## config.mk

```make
export PLATFORM = sky130hd
export DESIGN_NAME = pipe_reg_chain
export DESIGN_NICKNAME = d
export VERILOG_FILES = /design/src/rtl/pipe_reg_chain.sv
export SDC_FILE = /design/constraint.sdc
export NUM_CORES = 1
export LEC_CHECK = 0
export CAP_MARGIN = 0
export CORE_MARGIN = 5
export CORE_UTILIZATION = 49
export DETAILED_ROUTE_END_ITERATION = 10
export PLACE_DENSITY = 0.79
export SETUP_SLACK_MARGIN = 0.05
export SLEW_MARGIN = 5
export SYNTH_ARGS = -nofsm -noshare
export SYNTH_HDL_FRONTEND = slang
export SYNTH_SLANG_ARGS = --single-unit
```

## constraint.sdc

```tcl
create_clock -name clk -period 2.04 [get_ports clk]
set_clock_uncertainty 0.2 [all_clocks]
set_input_delay 0.408 -clock clk [delete_from_list [all_inputs] [get_ports clk]]
set_output_delay 0.408 -clock clk [all_outputs]
set_load 0.05 [all_outputs]
```

## src/rtl/pipe_reg_chain.sv

```systemverilog
// pipe_reg_chain: STAGES-deep chain of WIDTH-bit register slices with
// per-stage valid bits, valid/ready backpressure and bubble collapse.
// The number of occupied stages is exported as a registered count.
// Optional feature: define PIPE_REG_CHAIN_FLUSH_EN to add a 1-bit flush
// input that empties the chain (valid bits only) at the next clock edge.
module pipe_reg_chain #(
    parameter  int WIDTH  = 8,
    parameter  int STAGES = 3,
    localparam int CW     = $clog2(STAGES + 1)
) (
    input  logic             clk,
    input  logic             rst_n,
    input  logic             in_valid,
    input  logic [WIDTH-1:0] in_data,
    output logic             in_ready,
    output logic             out_valid,
    output logic [WIDTH-1:0] out_data,
    input  logic             out_ready,
`ifdef PIPE_REG_CHAIN_FLUSH_EN
    input  logic             flush,
`endif
    output logic [CW-1:0]    count
);

    if (STAGES < 1) begin : g_bad_stages
        $error("pipe_reg_chain: STAGES must be >= 1");
    end

    logic [STAGES-1:0] r_vld;
    logic [WIDTH-1:0]  r_data [STAGES];
    logic [CW-1:0]     r_count;

    logic [STAGES-1:0] w_rdy;
    logic [STAGES-1:0] w_prev_vld;
    logic [WIDTH-1:0]  w_prev_data [STAGES];
    logic [STAGES-1:0] w_vld_nxt;
    logic              w_flush;

`ifdef PIPE_REG_CHAIN_FLUSH_EN
    assign w_flush = flush;
`else
    assign w_flush = 1'b0;
`endif

    // Number of set bits in a stage-valid vector.
    function automatic logic [CW-1:0] popcount(input logic [STAGES-1:0] v);
        logic [CW-1:0] c;
        c = '0;
        for (int i = 0; i < STAGES; i++) begin
            c = c + CW'(v[i]);
        end
        return c;
    endfunction

    // Each stage is fed by its predecessor; stage 0 is fed by the input port.
    for (genvar g = 0; g < STAGES; g++) begin : g_prev
        if (g == 0) begin : g_head
            assign w_prev_vld[g]  = in_valid;
            assign w_prev_data[g] = in_data;
        end else begin : g_link
            assign w_prev_vld[g]  = r_vld[g-1];
            assign w_prev_data[g] = r_data[g-1];
        end
    end

    // Ready ripples back from the output: a stage can load when it is empty
    // or when the stage after it is loading too, which collapses bubbles.
    always_comb begin
        w_rdy = '0;
        w_rdy[STAGES-1] = !r_vld[STAGES-1] || out_ready;
        for (int i = STAGES - 2; i >= 0; i--) begin
            w_rdy[i] = !r_vld[i] || w_rdy[i+1];
        end
    end

    // Next valid vector: loading stages take the predecessor's valid, others hold.
    always_comb begin
        w_vld_nxt = r_vld;
        for (int i = 0; i < STAGES; i++) begin
            if (w_rdy[i]) begin
                w_vld_nxt[i] = w_prev_vld[i];
            end
        end
    end

    // Stage registers and occupancy count; data only moves with a valid beat
    // so an empty stage keeps its last payload.
    always_ff @(posedge clk) begin
        if (!rst_n) begin
            r_vld   <= '0;
            r_count <= '0;
            for (int i = 0; i < STAGES; i++) begin
                r_data[i] <= '0;
            end
        end else if (w_flush) begin
            r_vld   <= '0;
            r_count <= '0;
        end else begin
            r_vld   <= w_vld_nxt;
            r_count <= popcount(w_vld_nxt);
            for (int i = 0; i < STAGES; i++) begin
                if (w_rdy[i] && w_prev_vld[i]) begin
                    r_data[i] <= w_prev_data[i];
                end
            end
        end
    end

    // Flush blocks both handshakes for its cycle so no beat crosses either end.
    assign in_ready  = w_rdy[0] && !w_flush;
    assign out_valid = r_vld[STAGES-1] && !w_flush;
    assign out_data  = r_data[STAGES-1];
    assign count     = r_count;

endmodule

```

-- After elaboration in Yosys (flattened, before gate mapping)
Memory sizes are Yosys's and may differ from the RTL's.
Cells that the tools add are included.
- register bits: 5
- memory bits (writable): 24
- output and inout bits: 12
- memories kept: 1
- memory list (name ; words ; bits a word ; read ports ; clocked after memory_dff ; wr ports ; line ; RTL):
    r_data ; 3 ; 8 ; 3 ; 0 ; 3 ; 30 ; logic [WIDTH-1:0] r_data [STAGES];
- add/sub/neg operators: 2
- muxes and demuxes: 16
- bitwise gates (word level): 3
- reductions and logical operators: 9
- operators with widths (operator ; count):
    $mux 8 ; 3
    $mux 1 ; 13
    $logic_and 1x1->1 ; 3
    $logic_not 1->1 ; 3
    $logic_or 1x1->1 ; 3
    $or 1x1->1 ; 3
    $add 1x1->2 ; 1
    $add 2x1->2 ; 1

-- Logic depth before layout (Yosys ltp)
Gate-level depths: netlist of the first run.
- word-level depth: 9
- gate-level depth with buffers: 4

-- Least setup slack after synthesis of the first run
Ideal clock, no wire load.
- path type: reg-to-reg
- start: reg r_vld[2]
- end: reg r_count[0] (netlist: count[0])
- library setup time: 115 ps
- data arrival time: 2178 ps
- required time: 1725 ps
- setup slack: -453 ps
- cell stages (with the launch flop): 5
- buffers on the path: 0
- cell sequence: dfxtp_1 > nand4b_1 > nand2b_1 > fa_1 > and2_1
- cells in the longest elaborated chain, start to end: 7
- elaborated cells between the ends (all ways): 9
- classes of those cells: 2 x add/sub; 3 x mux; 4 x reduce/logical
- ends and longest elaborated chain (what ; line ; RTL):
    start: declaration ; 29 ; logic [STAGES-1:0] r_vld;
    start signal: assignment ; 99 ; r_vld <= w_vld_nxt;
    $logic_not 1->1 ; 70 ; w_rdy[STAGES-1] = !r_vld[STAGES-1] || out_ready;
    $logic_or 1x1->1 ; 70 ;
    $logic_or 1x1->1 (2 in series) ; 72 ; w_rdy[i] = !r_vld[i] || w_rdy[i+1];
    net in_ready ; 15 ; output logic in_ready,
    $mux 1 ; 80 ; if (w_rdy[i]) begin
    net w_vld_nxt[0] ; 36 ; logic [STAGES-1:0] w_vld_nxt;
    $add 1x1->2 ; 50 ; c = c + CW'(v[i]);
    $add 2x1->2 ; 50 ;
    end signal: assignment ; 100 ; r_count <= popcount(w_vld_nxt);
    end: declaration ; 31 ; logic [CW-1:0] r_count;
The timed path passes the listed nets, and every way through them passes these cells.
A chain may end at the register's enable or synchronous reset.

-- Worst setup path in the final report of the first run
- start: reg r_vld[1]
- end: out in_ready
- cells in the longest elaborated chain, start to end: 3
- ends and longest elaborated chain (what ; line):
    $logic_not 1->1 ; 72
    $logic_or 1x1->1 (2 in series) ; 72
    end: declaration ; 15
No other way between the ends.

==> summary.md, run 1 <==
| Metric | Value |
|---|---|
| Max-slew violation count | `0` |
| Via-to-Cell Ratio | `4.957` |
| Clk sink count | `29` |
| Mapped Nets | `100` |
| Worst hold slack | `0.3545 ns` |
| Routability congestion estimate from global placement | `0.6490` |
| Dpl hpwl | `1.255 mm` |
| ANT cells | `0` |
| Largest net degree at the start of global routing | `25` |
| Leakage | `0.6661 nW` |
| Worst hold path class | `flip-flop to flip-flop` |
| Max_slew headroom | `79.13%` |
| Worst Tran Pin Value | `0.3123 ns` |
| Req. time, crit path | `1.43 ns` |
| Crit path time final | `1.814 ns` |
| Kind of critical path | `flip-flop to primary output` |
| MaxCap Viol Count | `0` |
| Die area | `3563 µm²` |
| Reg2reg end | `count[0]` |
| Critical hold path startpoint | `r_data[0][7]` |
| Antenna Nets Post-Route | `0` |
| Number of synthesized register bits | `29` |
| Clock buffer depth | `2` |
| Core area | `2410 µm²` |
| H-tree level count | `2` |
| Switch share | `24.22%` |
| Tot GR Track Use | `10.75%` |
| Ys flop type | `edfxtp_1` |
| Cell variety after synth | `15` |
| R2R cell count | `4` |
| CP max stage delay | `0.42 ns` |
| Ratio of cells with drive above 1 in the final layout | `22.94%` |
| Total grt overflow | `0` |
| First-pass GRT wire length | `2.766 mm` |
| Worst VDD drop | `524.0 µV` |
| Hold Path Depth | `1` |
| Hold buffers post-CTS | `0` |
| Multi-input logic area | `295.3 µm²` |
| RSZ-0062 raised after global routing | `false` |
| Post-synth design cell area | `1210 µm²` |
| PwrDens | `793.3 nW/µm²` |
| Die extent in y | `59.69 µm` |
| CP Cell Sequence | `nand4b_1 > buf_4 > buf_12` |
| Clk slew on worst S/H paths | `0.08 ns` |
| TNS Setup | `0 ns` |
| Pre-CTS setup slack | `-0.04416 ns` |
| Comb power frac | `13.8%` |
| Register area | `824.5 µm²` |
| Port bufs | `23` |
| Skew-Pair Late Insertion Delay | `0.30 ns` |
| Critical R2R Launch | `r_vld[1]` |
| Initial Utilization | `50.21%` |
| Yosys top cell area share | `59.57%` |
| R2r setup slk | `0.46 ns` |
| Startpoint Class | `flip-flop` |
| Ranking of synthesized cells by area | `edfxtp_1 60%, and3_1 12%, dfxtp_1 8.3%` |
| Syn Inst Count | `87` |
| Post-synth ARST share | `0%` |
| Standard-cell row count | `18` |
| Element type at the critical path end | `primary output` |
| Synth area leader | `edfxtp_1` |
| Outcome | `complete, no violations` |
| Vias in the first global route | `685` |
| Die width | `59.69 µm` |
| # DRC | `0` |
| Min-Delay Endpoint | `r_data[0][15]` |
| # nets final | `121` |
| Clk pwr share | `25.7%` |
| First drt pass iteration count | `4` |
| Fillers | `197` |
| Finish-stage setup viols | `0` |
| Synth top cells by count | `24 x and3_1, 24 x edfxtp_1, 8 x buf_4` |
| Worst-path maximum fanout | `6` |
| Initial antenna violation count | `0` |
| CTS buffer count | `5` |
| Fin. Hold Viols | `0` |
| Synth-to-Final Area Change | `20.06%` |
| Switching power | `0.2791 mW` |
| Wire per inst | `11.39 µm` |
| Critical Path AT | `1.21 ns` |
| WL final | `1.583 mm` |
| I/O pin count | `24` |
| Reg power frac | `60.5%` |
| DRT iter0 DRCs | `3` |
| CTS tree | `done` |
| Internal power | `0.8733 mW` |
| Setup bufs post-CTS | `0` |
| Layout Utilization | `60.28%` |
| Number of synthesized flops with an enable pin | `24` |
| Via Count | `689` |
| Setup ws final | `0.2255 ns` |
| Fin crit share | `88.95%` |
| CTS resizes | `0` |
| Synth warn | `0` |
| Syn Area/Cell | `13.91 µm²` |
| Seq/Total Area, Yosys | `67.84%` |
| CTS Root Buffer Type | `clkbuf_4` |
| Upper clock frequency limit | `551.1 MHz` |
| Critical Path Slowest Stage Cell | `dfxtp_1` |
==> metrics by stage <==
stage / std cells / power (mW) / area (µm²)
2_1_floorplan: 87 / 0.8323 / 1214
3_3_place_gp: 131 / 0.8663 / 1400
3_5_place_dp: 131 / 0.8739 / 1400
4_1_cts: 139 / 1.171 / 1450
5_1_grt: 139 / 1.215 / 1453
6_report: 139 / 1.152 / 1453
==> critical path, delay by kind of cell, from the launching register on <==
family,cells,cell delay [ns]
flip-flops,1,0.42
AND/OR/NAND/NOR,1,0.17
buffers and inverters,2,0.32
==> registers in the layout, indices dropped and copies added (netlist names) <==
name	cells
count	2
r_vld	3
r_data	24
==> cell families after synthesis <==
kind of cell               count (synthesis)  share of synthesized area [%]
buffers and inverters                     13                          7.756
DFF                                       29                          67.84
adders and majority gates                  1                          1.655
and+or+nand+nor                           43                          21.30
AOI/OAI and AO/OA                          1                          1.448
==> placed cells by master, fill, tap and decap left out, types with 2 or more instances in the layout <==
cell type,synthesis,final
and2_1,5,5
and3_1,24,24
buf_4,8,15
clkbuf_4,0,5
clkdlybuf4s50_1,0,10
clkinv_1,0,2
dfxtp_1,5,4
edfxtp_1,24,24
nand2_1,7,7
nand2b_1,3,3
==> power by group through the flow <==
stage	logic, mW	clock network, mW	registers (mW)
CTS	0.162	0.311	0.698
floorplan	0.111	0	0.721
finish	0.159	0.296	0.697
global placement	0.157	0	0.709
detailed placement	0.162	0	0.712
global route	0.173	0.341	0.701
==> worst max-delay path by stage <==
stage | startpoint | to | slack [ns] | depth (start not counted)
CTS | out_ready | in_ready | 0.05 | 4
global route | r_vld[1] | in_ready | 0.14 | 3
global placement | out_ready | count[0] | 0.008 | 5
detailed placement | out_ready | count[0] | -0.04 | 5
finish | r_vld[1] | in_ready | 0.23 | 3
floorplan | out_ready | count[0] | -0.13 | 4
==> per-layer routing <==
metal	global-route usage, %	wire length [µm]
met5	0	0
met2	18.98	858
met3	4.536	123
met1	10.50	575
met4	5.696	25
==> layout make-up <==
cell class,count,share of cell area (%)
flip-flops and latches,29,56.76
multi-input cells,45,20.33
repair buffers,27,16.88
clock buffers,5,2.584
well taps,30,2.584
clock inverters,3,0.8613
No activity file was read; power rests on OpenSTA's default activity.
==> run 2: changes to the inputs <==
--- a/config.mk
+++ b/config.mk
@@ -9,6 +9,7 @@
 export CORE_MARGIN = 5
 export CORE_UTILIZATION = 49
 export DETAILED_ROUTE_END_ITERATION = 10
+export GPL_TIMING_DRIVEN = 0
 export PLACE_DENSITY = 0.79
 export SETUP_SLACK_MARGIN = 0.05
 export SLEW_MARGIN = 5
==> constraint.sdc (replaced) <==
create_clock -name clk -period 1.75 [get_ports clk]
set_clock_uncertainty 0.2 [all_clocks]
set_input_delay 0.35 -clock clk [delete_from_list [all_inputs] [get_ports clk]]
set_output_delay 0.35 -clock clk [all_outputs]
set_load 0.05 [all_outputs]
==> summary.md, run 2 (synthesis gave the netlist of run 1 again) <==
| Metric | Value |
|---|---|
| H-tree level count | `2 (unchanged)` |
| Switch share | `22.86% (-1.4 points)` |
| RSZ-0062 raised after global routing | `true` |
| ANT cells | `0 (unchanged)` |
| Internal power | `1.179 mW (+35%)` |
| Largest net degree at the start of global routing | `11 (-56%)` |
| CTS tree | `done` |
| # DRC | `0 (unchanged)` |
| Clock buffer depth | `2 (unchanged)` |
| PwrDens | `997.1 nW/µm² (+26%)` |
| Via Count | `713 (+3.5%)` |
| I/O pin count | `24 (unchanged)` |
| Synth-to-Final Area Change | `26.68%` |
| Ratio of cells with drive above 1 in the final layout | `31.67% (+8.7 points)` |
| Startpoint Class | `flip-flop` |
| Crit path time final | `1.632 ns` |
| CTS Root Buffer Type | `clkbuf_4` |
| Critical hold path startpoint | `r_data[0][9]` |
| # nets final | `132 (+9.1%)` |
| Comb power frac | `13.3% (-0.5 points)` |
| Standard-cell row count | `18 (unchanged)` |
| Skew-Pair Late Insertion Delay | `0.32 ns (+0.02 ns)` |
| Fillers | `198 (+0.51%)` |
| Total grt overflow | `0 (unchanged)` |
| Clk slew on worst S/H paths | `0.09 ns (about the same)` |
| Routability congestion estimate from global placement | `0.6802 (+4.8%)` |
| Fin. Hold Viols | `0 (unchanged)` |
| Antenna Nets Post-Route | `0 (unchanged)` |
| Placed cell count | `140 (+6.9%)` |
| Worst hold path class | `flip-flop to flip-flop` |
| Die area | `3563 µm² (unchanged)` |
| Critical R2R Launch | `r_vld[2]` |
| Max reg flops | `24 (unchanged)` |
| Max-slew violation count | `0 (unchanged)` |
| Core area | `2410 µm² (unchanged)` |
| Outcome | `complete, no violations` |
| Die width | `59.69 µm (unchanged)` |
| Die extent in y | `59.69 µm (unchanged)` |
| Most used routing layer | `met2` |
| Worst hold slack | `0.3558 ns (+0.001296 ns)` |
| CTS buffer count | `5 (unchanged)` |
| Wire per inst | `12.45 µm (+9.3%)` |
| Critical Path AT | `1.08 ns (-0.13 ns)` |
| Clk pwr share | `33.5% (+7.8 points)` |
| Final Non-Filler Cells | `150 (+7.9%)` |
| Initial antenna violation count | `0 (unchanged)` |
| Switching power | `0.3493 mW (+25%)` |
| Most frequent cells in the layout | `24 x and3_1, 24 x edfxtp_1, 10 x buf_4` |
| Worst-path maximum fanout | `4 (-2)` |
| Worst Tran Pin Value | `0.3219 ns (+0.009549 ns)` |
| GRT met1 Usage | `12.01% (+1.5 points)` |
| Req. time, crit path | `1.20 ns (-0.23 ns)` |
| Top reg by flops | `r_data` |
| GR Util met2 | `20.99% (+2.0 points)` |
| Max_slew headroom | `78.54% (-0.59 points)` |
| Finish-stage setup viols | `0 (unchanged)` |
| Via-to-Cell Ratio | `4.753 (-4.1%)` |
| WL final | `1.867 mm (+18%)` |
| TNS Setup | `0 ns (unchanged)` |
| Leakage | `0.7086 nW (+6.4%)` |
| Clk sink count | `29 (unchanged)` |
| Vias in the first global route | `700 (+2.2%)` |
| Reg power frac | `53.1% (-7.4 points)` |
| Worst VDD drop | `804.0 µV (+53%)` |
| Met3 global-route usage | `6.911% (+2.4 points)` |
| First-pass GRT wire length | `2.987 mm (+8.0%)` |
| Fin crit share | `93.25%` |
| Port bufs | `23 (unchanged)` |
| DRT iter0 DRCs | `29 (+26)` |
| Initial Utilization | `50.21% (unchanged)` |
| R2r setup slk | `0.15 ns (-0.31 ns)` |
| Tot GR Track Use | `12.19% (+1.4 points)` |
| Kind of critical path | `flip-flop to primary output` |
| First drt pass iteration count | `4 (unchanged)` |
| MaxCap Viol Count | `0 (unchanged)` |
| Element type at the critical path end | `primary output` |
| Upper clock frequency limit | `612.8 MHz` |
| CP Launch Point | `r_vld[2]` |
==> run 2: cell types whose count changed in the layout (fill, tap and decap cells not counted), sizes merged <==
cell	before	now
clkdlybuf4s15	0	1
clkinv	3	1
clkdlybuf4s50	10	9
buf	16	21
dlymetal6s2s	1	0
clkbuf	5	11
bufinv	0	1
dlygate4sd2	0	2
==> run 2: final cells by class <==
type	instances	area, µm²	share of cell area, %
sequential	29	829.5	54.12
multi-input combinational	45	300.3	19.59
timing repair buffer	25	195.2	12.73
buffer	13	95.09	6.204
clock buffer	6	41.29	2.694
tap	30	37.54	2.449
clock inverter	2	33.78	2.204
==> run 2: power by group through the flow <==
stage,clock network [mW],registers (mW),logic [mW]
after detailed placement,0,0.830,0.221
after global placement,0,0.826,0.214
after floorplan,0,0.841,0.130
after global routing,0.557,0.816,0.219
after CTS,0.524,0.814,0.208
final,0.513,0.812,0.204
==> run 2: worst paths after layout <==
check,to,cells past startpoint
worst max register to register,count[0],4
worst min register to register,r_data[0][17],1
worst min-delay path,r_data[0][17],1
worst max-delay path,in_ready,2
==> run 2: critical path, cell delays in order, from the launching register on <==
cell and delay, ns:
dfxtp_4 0.36, nand4b_1 0.19, buf_6 0.21
==> run 2: timing repair <==
item	CTS	global route
endpoints found under the setup margin	36	22
pin swaps	0	1
gates cloned	0	0
gates resized for setup	52	12
setup buffers	1	1
hold buffers	0	0
==> run 2: through the flow <==
step / power (mW) / worst slack (ns) / instance area [µm²] / utilization (%)
floorplan: 0.9708 / -0.4054 / 1216 / -
global placement: 1.040 / -0.6098 / 1484 / 61.58
detailed placement: 1.051 / -0.6524 / 1484 / 61.58
CTS: 1.545 / 0.03611 / 1539 / 63.86
global route: 1.592 / 0.04414 / 1533 / 63.60
finish: 1.528 / 0.1182 / 1533 / 63.60
==> run 2: metal layers <==
metal	vias to the layer above	part of all wire, %
li1	368	-
met1	319	39
met2	24	51
met3	2	9.2
met4	0	1.3
met5	-	0
==> run 3: changes to the inputs <==
--- a/config.mk
+++ b/config.mk
@@ -10,7 +10,7 @@
 export CORE_UTILIZATION = 49
 export DETAILED_ROUTE_END_ITERATION = 10
 export GPL_TIMING_DRIVEN = 0
-export PLACE_DENSITY = 0.79
+export PLACE_DENSITY = 0.75
 export SETUP_SLACK_MARGIN = 0.05
 export SLEW_MARGIN = 5
 export SYNTH_ARGS = -nofsm -noshare
==> summary.md, run 3 (synthesis gave the netlist of run 1 again) <==
| Metric | Value |
|---|---|
| TNS Setup | `0 ns (unchanged)` |
| Hold Path Depth | `3 (+2)` |
| Internal power | `1.035 mW (-12%)` |
| R2R cell count | `4 (unchanged)` |
| Vias in the first global route | `700 (unchanged)` |
| Clk pwr share | `26.1% (-7.4 points)` |
| # nets final | `130 (-1.5%)` |
| Worst VDD drop | `633.8 µV (-21%)` |
| Max_slew headroom | `74.94% (-3.6 points)` |
| CP Cell Sequence | `nand4b_1 > buf_6` |
| Standard-cell row count | `18 (unchanged)` |
| Die width | `59.69 µm (unchanged)` |
| Layout Utilization | `61.84% (-1.8 points)` |
| ANT cells | `0 (unchanged)` |
| Fin crit share | `93.13% (-0.12 points)` |
| Initial Utilization | `50.21% (unchanged)` |
| Initial antenna violation count | `0 (unchanged)` |
| Critical hold path startpoint | `in_valid` |
| Hold buffers post-CTS | `0 (unchanged)` |
| Most frequent cells in the layout | `24 x and3_1, 24 x edfxtp_1, 9 x clkdlybuf4s50_1` |
| CTS tree | `done` |
| Worst hold path class | `input pin to flip-flop` |
| Reg2reg end | `r_data[0][11]` |
| Ratio of cells with drive above 1 in the final layout | `29.66% (-2.0 points)` |
| PwrDens | `920.8 nW/µm² (-7.6%)` |
| Total grt overflow | `0 (unchanged)` |
| Kind of critical path | `flip-flop to primary output` |
| Via Count | `713 (unchanged)` |
| Clk slew on worst S/H paths | `0.08 ns (about the same)` |
| Crit path time final | `1.630 ns (-0.002099 ns)` |
| Critical R2R Launch | `r_vld[0]` |
| Antenna Nets Post-Route | `0 (unchanged)` |
| Switch share | `24.57% (+1.7 points)` |
| Core area | `2410 µm² (unchanged)` |
| Final Non-Filler Cells | `148 (-1.3%)` |
| Element type at the critical path end | `primary output` |
| Worst-path maximum fanout | `6 (+2)` |
| CTS buffer count | `5 (unchanged)` |
| Clk sink count | `29 (unchanged)` |
| Routability congestion estimate from global placement | `0.6767 (-0.51%)` |
| Startpoint Class | `flip-flop` |
| Setup ws final | `0.1203 ns (+0.002099 ns)` |
| Fin. Hold Viols | `0 (unchanged)` |
| First drt pass iteration count | `4 (unchanged)` |
| WP buf/inv | `1 (unchanged)` |
| DRT iter0 DRCs | `10 (-66%)` |
| Wire per inst | `12.17 µm (-2.2%)` |
| CTS Root Buffer Type | `clkbuf_4` |
| CP max stage delay | `0.38 ns (+0.02 ns)` |
| Synth-to-Final Area Change | `23.16%` |
| Area post-placement | `1484 µm² (unchanged)` |
| First-pass GRT wire length | `2.987 mm (unchanged)` |
| Outcome | `complete, no violations` |
| Max reg flops | `24 (unchanged)` |
| Max-slew violation count | `0 (unchanged)` |
| Switching power | `0.3372 mW (-3.5%)` |
| Comb power frac | `14.7% (+1.4 points)` |
| Design area | `1490 µm² (-2.8%)` |
| Min-Delay Endpoint | `r_vld[0]` |
| Leakage | `0.6830 nW (-3.6%)` |
| Top reg by flops | `r_data` |
| Largest delay contributor family on the critical path | `flip-flops` |
| Placed cell count | `140 (unchanged)` |
| Worst Tran Pin Value | `0.3759 ns (+0.05396 ns)` |
| Critical Path Slowest Stage Cell | `dfxtp_2` |
| # DRC | `0 (unchanged)` |
| Port bufs | `23 (unchanged)` |
| Critical Path AT | `1.08 ns (about the same)` |
| Clock buffer depth | `2 (unchanged)` |
| Finish-stage setup viols | `0 (unchanged)` |
| Total power | `1.372 mW (-10%)` |
| Upper clock frequency limit | `613.6 MHz (+0.13%)` |
| H-tree level count | `2 (unchanged)` |
| Reg power frac | `59.2% (+6.1 points)` |
| Skew-Pair Late Insertion Delay | `0.31 ns (about the same)` |
| Die extent in y | `59.69 µm (unchanged)` |
| Worst hold slack | `0.3518 ns (-0.004046 ns)` |
| Pre-CTS setup slack | `-0.6080 ns (+0.04439 ns)` |
| Fillers | `195 (-1.5%)` |
| Die area | `3563 µm² (unchanged)` |
| Dpl hpwl | `1.334 mm` |
| Tot GR Track Use | `12.22% (+0.029 points)` |
| MaxCap Viol Count | `0 (unchanged)` |
| Largest net degree at the start of global routing | `11 (unchanged)` |
| WL final | `1.801 mm (-3.5%)` |
| R2r setup slk | `0.15 ns (about the same)` |
| Req. time, crit path | `1.20 ns (about the same)` |
| Via-to-Cell Ratio | `4.818 (+1.4%)` |
| RSZ-0062 raised after global routing | `false` |
| I/O pin count | `24 (unchanged)` |
[run 3: tightest hold or removal path: stages]
cell and delay (ns):
dlygate4sd2_1 0.22, nand2b_1 0.14, and2_1 0.13
[run 3: layout make-up]
type                       count  area, µm²  area share, %
sequential                    29      827.0          55.50
multi-input combinational     45      302.8          20.32
timing repair buffer          23      180.2          12.09
buffer                        13      93.84          6.297
clock buffer                   7      45.04          3.023
tap                           30      37.54          2.519
clock inverter                 1      3.754         0.2519
[run 3: what timing repair did]
action                                  CTS  global route
resized for setup                        48            14
endpoints found under the setup margin   18            24
setup buffers                             0             0
[run 3: how the worst max path moves through the flow]
stage / endpoint / cells after the start / slack [ns] / from
final: in_ready / 2 / 0.12 / r_vld[1]
after floorplan: count[0] / 4 / -0.41 / r_vld[2]
after global placement: in_ready / 3 / -0.61 / out_ready
after CTS: in_ready / 2 / 0.05 / r_vld[1]
after detailed placement: in_ready / 3 / -0.61 / out_ready
after global routing: in_ready / 2 / 0.07 / r_vld[1]
[run 3: power groups by stage]
stage / logic, mW / registers (mW) / clock network (mW)
2_1_floorplan: 0.130 / 0.841 / 0
3_3_place_gp: 0.215 / 0.826 / 0
3_5_place_dp: 0.220 / 0.829 / 0
4_1_cts: 0.209 / 0.813 / 0.373
5_1_grt: 0.217 / 0.818 / 0.410
6_report: 0.202 / 0.813 / 0.358
[run 3: routing by layer]
layer / vias to the layer above / GRT usage, % / share of wire [%]
li1: 360 / - / -
met1: 326 / 12.10 / 37
met2: 27 / 20.99 / 52
met3: 0 / 6.911 / 10
met4: 0 / 4.747 / 0
met5: - / 0 / 0
